--- src/rtl/upstream_pattern_gen.sv ---
// Upstream test-traffic source for the GPIF2 bridge rx stream: runtime-selectable
// pattern, packet length, gap and packet count, with a fully registered AXI-Stream output.
module upstream_pattern_gen #(
    parameter int DATA_W = 32,
    parameter int LEN_W  = 16,
    parameter int CNT_W  = 16
) (
    input  logic              clk,
    input  logic              rst_n,
    input  logic              cfg_enable,
    input  logic [1:0]        cfg_mode,
    input  logic [LEN_W-1:0]  cfg_pkt_len,
    input  logic [7:0]        cfg_gap,
    input  logic [CNT_W-1:0]  cfg_pkt_count,
    input  logic [31:0]       cfg_seed,
    output logic [DATA_W-1:0] m_tdata,
    output logic              m_tvalid,
    output logic              m_tlast,
    input  logic              m_tready,
    output logic              busy,
    output logic              done,
    output logic [CNT_W-1:0]  pkts_sent,
    output logic              pkt_toggle
);

    localparam int LANES = DATA_W / 32;

    typedef enum logic [1:0] {
        ST_IDLE,
        ST_SEND,
        ST_GAP,
        ST_DONE
    } state_t;

    state_t            state_reg,   state_next;
    logic [1:0]        mode_reg,    mode_next;
    logic [LEN_W-1:0]  len_reg,     len_next;
    logic [7:0]        gap_reg,     gap_next;
    logic [CNT_W-1:0]  count_reg,   count_next;
    logic [31:0]       seed_reg,    seed_next;
    logic [7:0]        gap_cnt_reg, gap_cnt_next;
    logic [LEN_W-1:0]  idx_reg,     idx_next;
    logic [31:0]       run_reg,     run_next;
    logic [31:0]       lfsr_reg,    lfsr_next;
    logic [CNT_W-1:0]  pkts_reg,    pkts_next;
    logic              toggle_reg,  toggle_next;
    logic [31:0]       word_reg,    word_next;
    logic              tlast_reg,   tlast_next;
    logic              present;
    logic              start_pkt;

    function automatic logic [31:0] lfsr_step(input logic [31:0] cur);
        return {cur[30:0], cur[31] ^ cur[21] ^ cur[1] ^ cur[0]};
    endfunction

    function automatic logic [LEN_W-1:0] eff_len(input logic [LEN_W-1:0] len);
        return (len == '0) ? LEN_W'(1) : len;
    endfunction

    function automatic logic [31:0] pattern(input logic [1:0]       mode,
                                            input logic [LEN_W-1:0] idx,
                                            input logic [31:0]      run,
                                            input logic [31:0]      lfsr,
                                            input logic [31:0]      seed);
        case (mode)
            2'd0:    return 32'(idx);
            2'd1:    return run;
            2'd2:    return lfsr;
            default: return seed;
        endcase
    endfunction

    always_ff @(posedge clk or negedge rst_n) begin
        if (!rst_n) begin
            state_reg   <= ST_IDLE;
            mode_reg    <= '0;
            len_reg     <= '0;
            gap_reg     <= '0;
            count_reg   <= '0;
            seed_reg    <= '0;
            gap_cnt_reg <= '0;
            idx_reg     <= '0;
            run_reg     <= '0;
            lfsr_reg    <= 32'd1;
            pkts_reg    <= '0;
            toggle_reg  <= 1'b0;
            word_reg    <= '0;
            tlast_reg   <= 1'b0;
        end else begin
            state_reg   <= state_next;
            mode_reg    <= mode_next;
            len_reg     <= len_next;
            gap_reg     <= gap_next;
            count_reg   <= count_next;
            seed_reg    <= seed_next;
            gap_cnt_reg <= gap_cnt_next;
            idx_reg     <= idx_next;
            run_reg     <= run_next;
            lfsr_reg    <= lfsr_next;
            pkts_reg    <= pkts_next;
            toggle_reg  <= toggle_next;
            word_reg    <= word_next;
            tlast_reg   <= tlast_next;
        end
    end

    always_comb begin
        state_next   = state_reg;
        mode_next    = mode_reg;
        len_next     = len_reg;
        gap_next     = gap_reg;
        count_next   = count_reg;
        seed_next    = seed_reg;
        gap_cnt_next = gap_cnt_reg;
        idx_next     = idx_reg;
        run_next     = run_reg;
        lfsr_next    = lfsr_reg;
        pkts_next    = pkts_reg;
        toggle_next  = toggle_reg;
        word_next    = word_reg;
        tlast_next   = tlast_reg;
        present      = 1'b0;
        start_pkt    = 1'b0;

        case (state_reg)
            ST_IDLE: begin
                if (cfg_enable) begin
                    mode_next  = cfg_mode;
                    len_next   = eff_len(cfg_pkt_len);
                    gap_next   = cfg_gap;
                    count_next = cfg_pkt_count;
                    seed_next  = cfg_seed;
                    pkts_next  = '0;
                    idx_next   = '0;
                    run_next   = '0;
                    lfsr_next  = (cfg_seed == 32'd0) ? 32'd1 : cfg_seed;
                    present    = 1'b1;
                    state_next = ST_SEND;
                end
            end
            ST_SEND: begin
                if (m_tready) begin
                    // Counter and LFSR run across packet boundaries; only the index restarts.
                    run_next  = run_reg + 32'd1;
                    lfsr_next = lfsr_step(lfsr_reg);
                    if (tlast_reg) begin
                        pkts_next   = pkts_reg + 1'b1;
                        toggle_next = ~toggle_reg;
                        tlast_next  = 1'b0;
                        if (count_reg != '0 && pkts_next == count_reg) begin
                            state_next = ST_DONE;
                        end else if (!cfg_enable) begin
                            state_next = ST_IDLE;
                        end else if (gap_reg == 8'd0) begin
                            start_pkt = 1'b1;
                        end else begin
                            gap_cnt_next = gap_reg - 8'd1;
                            state_next   = ST_GAP;
                        end
                    end else begin
                        idx_next = idx_reg + 1'b1;
                        present  = 1'b1;
                    end
                end
            end
            ST_GAP: begin
                if (gap_cnt_reg == 8'd0) begin
                    if (!cfg_enable) begin
                        state_next = ST_IDLE;
                    end else begin
                        start_pkt  = 1'b1;
                        state_next = ST_SEND;
                    end
                end else begin
                    gap_cnt_next = gap_cnt_reg - 8'd1;
                end
            end
            ST_DONE: begin
                if (!cfg_enable) begin
                    state_next = ST_IDLE;
                end
            end
            default: state_next = ST_IDLE;
        endcase

        // Mode and length are picked up again at every packet boundary while running.
        if (start_pkt) begin
            mode_next = cfg_mode;
            len_next  = eff_len(cfg_pkt_len);
            idx_next  = '0;
            present   = 1'b1;
        end

        if (present) begin
            word_next  = pattern(mode_next, idx_next, run_next, lfsr_next, seed_next);
            tlast_next = (idx_next == len_next - 1'b1);
        end
    end

    generate
        for (genvar gi = 0; gi < LANES; gi++) begin : g_lane
            assign m_tdata[gi*32 +: 32] = word_reg;
        end
    endgenerate

    assign m_tvalid   = (state_reg == ST_SEND);
    assign m_tlast    = tlast_reg;
    assign busy       = (state_reg == ST_SEND) || (state_reg == ST_GAP);
    assign done       = (state_reg == ST_DONE);
    assign pkts_sent  = pkts_reg;
    assign pkt_toggle = toggle_reg;

endmodule

--- config.mk ---
export PLATFORM = sky130hd
export DESIGN_NAME = upstream_pattern_gen
export DESIGN_NICKNAME = d
export VERILOG_FILES = /design/src/rtl/upstream_pattern_gen.sv
export SDC_FILE = /design/constraint.sdc
export NUM_CORES = 1
export LEC_CHECK = 0
export ABC_AREA = 1
export BUFFER_PORTS_ARGS = -buffer_cell sky130_fd_sc_hd__buf_2
export CAP_MARGIN = 20
export CORE_ASPECT_RATIO = 0.9
export CORE_UTILIZATION = 62
export DETAILED_ROUTE_END_ITERATION = 8
export GPL_ROUTABILITY_DRIVEN = 0
export PLACE_DENSITY = 0.88
export SYNTH_ARGS = -nofsm -noshare
export SYNTH_HDL_FRONTEND = slang
export SYNTH_SLANG_ARGS = --single-unit
--- constraint.sdc ---
create_clock -name clk -period 5.5 [get_ports clk]
set_input_delay 0.55 -clock clk [delete_from_list [all_inputs] [get_ports clk]]
set_output_delay 0.55 -clock clk [all_outputs]
set_load 0.05 [all_outputs]
==> results of run 1 <==
## logic make-up after synthesis
| kind of cell | Yosys count |
|---|---|
| buf+inv | 286 |
| xor+xnor | 18 |
| flops | 214 |
| compound gates | 264 |
| fa+ha+maj | 9 |
| simple gates | 829 |
| mux | 1 |
## layout make-up
class	count	area, sq um
Fill cell	1458	5460
Inverter	233	877
Clock buffer	32	669
Timing Repair Buffer	140	734
Sequential cell	214	5360
Clock inverter	9	166
Multi-Input combinational cell	1121	5580
Tap cell	250	313
## worst paths after layout
check / startpoint / end / slack (ns) / cells after the start
max reg2reg: pkts_sent[0]$_DFFE_PN0P_ / m_tdata[28]$_DFFE_PN0P_ / 1.21 / 23
max: pkts_sent[0]$_DFFE_PN0P_ / m_tdata[28]$_DFFE_PN0P_ / 1.21 / 23
max in group asynchronous: rst_n / len_reg[8]$_DFF_PN0_ / 3.96 / 2
min: rst_n / len_reg[4]$_DFF_PN0_ / 0.07 / 1
min reg2reg: seed_reg[20]$_DFF_PN0_ / seed_reg[20]$_DFF_PN0_ / 0.48 / 2
min in group clk: cfg_pkt_count[0] / count_reg[0]$_DFFE_PN0P_ / 0.22 / 3
## routing by layer
metal / GRT usage (%) / wire [um] / up-vias / part of all wire [%]
met3: 6.18 / 3490 / 131 / 10
met5: 0 / 0 / - / 0
li1: - / - / 5497 / -
met4: 13.8 / 1260 / 0 / 3.7
met1: 47.9 / 13900 / 5603 / 41
met2: 54.6 / 15500 / 675 / 45
## worst max-delay path, cell delays in order, from the launching register on
cell,delay [ns]
dfrtp_1,0.46
ha_1,0.25
nand3_1,0.16
o21ai_1,0.20
nand2_1,0.10
nand2_1,0.09
nand2_1,0.06
nor2_1,0.11
nand2_1,0.06
nor2_1,0.15
nand3_2,0.11
nand3_2,0.09
nand2_2,0.06
nand2_4,0.30
nand2_4,0.30
inv_1,0.20
nand2_1,0.11
nand2_4,0.12
inv_4,0.08
nor2_4,0.58
inv_1,0.20
a21oi_1,0.19
a221oi_1,0.08
o21ai_1,0.16
## power groups by stage
| stage | clock network, mW | logic (mW) | registers (mW) |
|---|---|---|---|
| finish | 1.71 | 0.900 | 1.83 |
| detailed placement | 0 | 0.868 | 1.85 |
| global route | 1.78 | 0.978 | 1.84 |
| floorplan | 0 | 0.452 | 1.98 |
| CTS | 1.72 | 0.881 | 1.82 |
| global placement | 0 | 0.847 | 1.84 |
## cells in the final DEF, fill, tap and decap left out, drive strengths merged, types with 2 or more instances in the layout
master | netlist | final
a21o | 3 | 3
a21oi | 35 | 35
a221oi | 19 | 19
a22oi | 7 | 7
a31oi | 4 | 4
a41oi | 10 | 10
and2 | 2 | 2
buf | 23 | 139
bufinv | 0 | 4
clkbuf | 30 | 33
clkinv | 1 | 2
dfrtp | 213 | 213
ha | 9 | 9
inv | 232 | 235
nand2 | 537 | 537
nand3 | 89 | 89
nand3b | 9 | 9
nand4 | 21 | 21
nor2 | 129 | 129
nor3 | 24 | 24
nor4 | 15 | 15
o2111ai | 2 | 2
o211ai | 5 | 5
o21a | 2 | 2
o21ai | 127 | 127
o21bai | 4 | 4
o221ai | 24 | 24
o22ai | 16 | 16
o31ai | 2 | 2
or4 | 2 | 2
xnor2 | 7 | 7
xor2 | 11 | 11
## cell usage after synthesis (21+ instances only)
master | number | area [sq um]
nand2_1 | 507 | 1900
inv_1 | 225 | 845
dfrtp_1 | 213 | 5330
nor2_1 | 110 | 413
o21ai_0 | 103 | 515
nand3_1 | 86 | 430
a21oi_1 | 34 | 170
clkbuf_1 | 30 | 113
nor3_1 | 24 | 120
o221ai_1 | 24 | 210
nand2_2 | 23 | 144
nand4_1 | 21 | 131
o21ai_1 | 21 | 105
## metrics by stage
| step | hold slack, ns | total power [mW] | setup slack [ns] | cells | cell area (sq um) |
|---|---|---|---|---|---|
| global route | 0.198 | 4.60 | 0.847 | 1999 | 13700 |
| finish | 0.0723 | 4.44 | 1.21 | 1999 | 13700 |
| global placement | 0.455 | 2.69 | 1.54 | 1958 | 12900 |
| detailed placement | 0.462 | 2.72 | 1.30 | 1958 | 12900 |
| CTS | 0.178 | 4.42 | 1.26 | 1999 | 13700 |
| floorplan | 0.254 | 2.43 | 2.03 | 1621 | 12100 |
==> run metrics, run 1 <==
pwr/cell area 324 nW/um^2; area share of fa/ha/maj cells after synthesis 0.932%; Peak Freq 233 MHz; placed wire-length estimate 23500 um; Mapped Avg Cell Area 7.46 sq um; Sequential Power Share 41.2%; Die H 134 um; Synth Area in XOR/XNOR 1.30%; startpoint types register; critical path type reg -> reg; Initial Utilization 63.1%; GRT overflow 0; max_slew headroom 26.7%; core area 19200 sq um; via count 11900; CTS Buffer Depth 3; Post-Route Skew 0.0267 ns; die width 149 um; Routed Antenna Nets 0; Internal Power 3.03 mW; largest family of logic cells by synthesized area simple AND/OR/NAND/NOR gates; IO buf count 130; first-pass GRT wire length 55700 um; sequential cell area fraction in the yosys report 44.3%; Most used DFF post-synth dfrtp_1; Clk network pwr share 38.5%; required time of the critical path 5.96 ns; arrival time at the worst endpoint 4.76 ns; Gate Count Post-Synth 1621; hold-fix buffers at CTS 0; vias in the first global route 11400; Diodes inserted 0; Clock Tree Root clkbuf_16; Comb power frac 20.3%; Post-synth EDFFs 0; outcome completed; CTS tree done; Num CTS Buffers 23; max-cap violations 0; Setup Buffers After CTS 0; Synth Warn # 0; Layout area overhead 13.3%; #FFs+latches synth 214; post-layout min period 4.29 ns; post-CTS sizing 0; Simple-Gate Fraction of Synth Area 30.2%; Util after Layout 71.5%; drt drc 0; layout cell share with drive strength beyond 1 14.0%; Final Hold Vio Count 0; Synth cell types 54; syn nets 1708; setup TNS 0 ns; unrepaired setup endpoints after global routing false; Final period util 78.1%; GRT Resource Usage Total 34.7%; sw power 1.41 mW; clock slew at reported path FFs 0.06 ns; worst vdd ir 248 uV; Sw Ratio 31.8%; mux contribution to synthesized area 0.0828%; Max Slew Vio Count 0; die area 20100 sq um; Worst Tran Pin Value 1.10 ns; Crit. End Element register; 1st-iter DRT viols 1404; Critical Path Fanout Max 32; fin nets 1820; Detailed Route WL 34200 um; Hold Path Class in -> async; synthesized area 12100 sq um; DR pass1 iterations 6; asr flop ratio synth 100%; clock sinks 214; row cnt 48; initial antenna violation count 0; Synth Area in Compound Gates 13.6%; Leak 7.11 nW; H-tree depth 1; worst-skew pair later-pin latency 0.53 ns; Final setup viols 0; Ports 131; post-DR vias/cell 5.96; wire length per cell 17.1 um; pin count of the biggest net entering global routing 108
Note: power is estimated with default switching activity, not from simulation.
==> run 2, diff against run 1 <==
--- a/config.mk
+++ b/config.mk
@@ -9,10 +9,10 @@
 export BUFFER_PORTS_ARGS = -buffer_cell sky130_fd_sc_hd__buf_2
 export CAP_MARGIN = 20
 export CORE_ASPECT_RATIO = 0.9
-export CORE_UTILIZATION = 62
+export CORE_UTILIZATION = 54
 export DETAILED_ROUTE_END_ITERATION = 8
 export GPL_ROUTABILITY_DRIVEN = 0
-export PLACE_DENSITY = 0.88
+export PLACE_DENSITY = 0.81
 export SYNTH_ARGS = -nofsm -noshare
 export SYNTH_HDL_FRONTEND = slang
 export SYNTH_SLANG_ARGS = --single-unit
==> constraint.sdc (replaced) <==
create_clock -name clk -period 3.6 [get_ports clk]
set_input_delay 0.36 -clock clk [delete_from_list [all_inputs] [get_ports clk]]
set_output_delay 0.36 -clock clk [all_outputs]
set_load 0.05 [all_outputs]
==> run metrics, run 2 (synthesis results as in run 1) <==
pwr/cell area 475 nW/um^2 (was 324 nW/um^2); via count 11700 (was 11900); Diodes inserted 0 (unchanged); Peak Freq 294 MHz (was 233 MHz); Critical Path Fanout Max 16 (was 32); H-tree depth 1 (unchanged); post-layout min period 3.40 ns (was 4.29 ns); Routed Antenna Nets 0 (unchanged); row cnt 51 (was 48); pin count of the biggest net entering global routing 89 (was 108); Worst Tran Pin Value 1.05 ns (was 1.10 ns); Ports 131 (unchanged); Detailed Route WL 34100 um (was 34200 um); CTS Buffer Depth 3 (unchanged); max-cap violations 0 (unchanged); wire length per cell 16.5 um (was 17.1 um); unrepaired setup endpoints after global routing true (was false); fin nets 1846 (was 1820); # fillers 1890 (was 1458); Setup crit start pkts_sent[1]$_DFFE_PN0P_ (was pkts_sent[0]$_DFFE_PN0P_); layout cell share with drive strength beyond 1 15.9% (was 14.0%); worst vdd ir 318 uV (was 248 uV); Reg2Reg Capture Point m_tdata[14]$_DFFE_PN0P_ (was m_tdata[28]$_DFFE_PN0P_); most frequent cells in the layout nand2_1 (502), inv_1 (225), dfrtp_1 (211) (was nand2_1 (507), inv_1 (225), dfrtp_1 (213)); Clock Tree Root clkbuf_16 (unchanged); max_slew headroom 29.5% (was 26.7%); Leak 7.24 nW (was 7.11 nW); WHS Endpoint count_reg[13]$_DFFE_PN0P_; required time of the critical path 4.02 ns (was 5.96 ns); DR pass1 iterations 6 (unchanged); arrival time at the worst endpoint 3.81 ns (was 4.76 ns); core area 21800 sq um (was 19200 sq um); 1st-iter DRT viols 1319 (was 1404); IO buf count 130 (unchanged); clock slew at reported path FFs 0.06 ns (about the same); post-DR vias/cell 5.66 (was 5.96); R2R depth 24 (was 23); Die H 144 um (was 134 um); Util after Layout 64.4% (was 71.5%); Layout area overhead 16.2% (was 13.3%); die width 160 um (was 149 um); die area 23000 sq um (was 20100 sq um); CTS tree done (unchanged); GRT Resource Usage Total 29.9% (was 34.7%); drt drc 0 (unchanged); Final period util 94.4% (was 78.1%); Post-Route Skew 0.0300 ns (was 0.0267 ns); hold path start cfg_pkt_count[13]; Final setup viols 0 (unchanged); Hold WS 0.0402 ns (was 0.0723 ns); commonest non-fill, non-tap cell in the layout nand2_1 (unchanged); vias in the first global route 11000 (was 11400); initial antenna violation count 0 (unchanged); critical path type reg -> reg (unchanged); placed wire-length estimate 24600 um (was 23500 um); GRT overflow 0 (unchanged); first-pass GRT wire length 55300 um (was 55700 um); clock sinks 214 (unchanged); Final Hold Vio Count 0 (unchanged); r2r setup slk 0.20 ns (was 1.21 ns); outcome completed (unchanged); hold path depth 3; Num CTS Buffers 24 (was 23); startpoint types register (unchanged); Crit. End Element register (unchanged); Max Slew Vio Count 0 (unchanged); Hold Path Class in -> reg (was in -> async); worst-skew pair later-pin latency 0.54 ns (was 0.53 ns); r2r startpoint pkts_sent[1]$_DFFE_PN0P_ (was pkts_sent[0]$_DFFE_PN0P_); Initial Utilization 55.4% (was 63.1%)
==> run 2: cell types whose count changed in the layout (fill, tap and decap cells not counted), sizes merged <==
cell / delta
clkbuf: +6
buf: +23
inv: -2
nor2: +1
bufinv: -3
dlygate4sd3: +1
clkinvlp: -1
clkinv: +2
==> run 2: power by group <==
part           switching, mW  internal (mW)  leakage [nW]
Combinational          0.981          0.406          4.24
Sequential             0.158           2.64          2.60
Clock                   1.01           1.47         0.398
==> run 2: worst max-delay path, cell delays in order, from the launching register on <==
cell	delay, ns
dfrtp_2	0.43
ha_4	0.16
nand2_2	0.08
nor2_4	0.20
nand2_1	0.08
nand2_1	0.08
nand2_1	0.07
nand2_1	0.06
nand2_1	0.05
nor2_1	0.09
nand2_1	0.07
nor2_2	0.14
nand3_2	0.11
nand3_2	0.08
nand2_2	0.09
nand2_8	0.11
nand2_8	0.09
buf_4	0.20
nand2_1	0.11
o21ai_4	0.10
inv_2	0.13
nor2_2	0.04
buf_4	0.18
a221oi_1	0.43
o21ai_1	0.11
==> run 2: how the worst max path moves through the flow <==
stage | to | cells after the start
after floorplan | m_tlast$_DFFE_PN0P_ | 30
after global placement | m_tdata[5]$_DFFE_PN0P_ | 24
after detailed placement | m_tlast$_DFFE_PN0P_ | 30
after CTS | m_tlast$_DFFE_PN0P_ | 30
after global routing | m_tlast$_DFFE_PN0P_ | 25
final | m_tdata[14]$_DFFE_PN0P_ | 24
==> run 2: metrics by stage <==
| step | area [sq um] | worst slack (ns) | std cells | setup TNS, ns | total power, mW |
|---|---|---|---|---|---|
| 6_report | 14000 | 0.202 | 2067 | 0 | 6.67 |
| 5_1_grt | 14000 | -0.0230 | 2067 | -0.0326 | 6.96 |
| 4_1_cts | 13900 | 0.00894 | 2063 | 0 | 6.66 |
| 3_5_place_dp | 13100 | 0.0196 | 2019 | 0 | 4.18 |
| 3_3_place_gp | 13100 | 0.179 | 2019 | 0 | 4.15 |
| 2_1_floorplan | 12100 | 0.133 | 1621 | 0 | 3.71 |
==> run 2: area by class of cell <==
| class | instances | area (sq um) | share of cell area (%) |
|---|---|---|---|
| multi-input combinational | 1122 | 5680 | 40.5 |
| tap | 291 | 364 | 2.59 |
| clock inverter | 5 | 75.1 | 0.534 |
| inverter | 233 | 880 | 6.26 |
| clock buffer | 38 | 733 | 5.22 |
| sequential | 214 | 5360 | 38.1 |
| timing repair buffer | 164 | 955 | 6.80 |
==> run 2: what timing repair did <==
item                       4_1_cts  5_1_grt
pin swaps                        0        4
setup endpoints to repair        1       33
gates cloned                     0        1
hold endpoints to repair        85        0
hold buffers                     1        0
setup buffers                    0        3
gates resized for setup          1       21
==> run 2: metal layers <==
layer | routed length, um | vias to the layer above | GRT usage, %
li1 | - | 5548 | -
met1 | 15200 | 5520 | 42.9
met2 | 15100 | 577 | 46.4
met3 | 3010 | 64 | 5.54
met4 | 770 | 0 | 8.40
met5 | 0 | - | 0
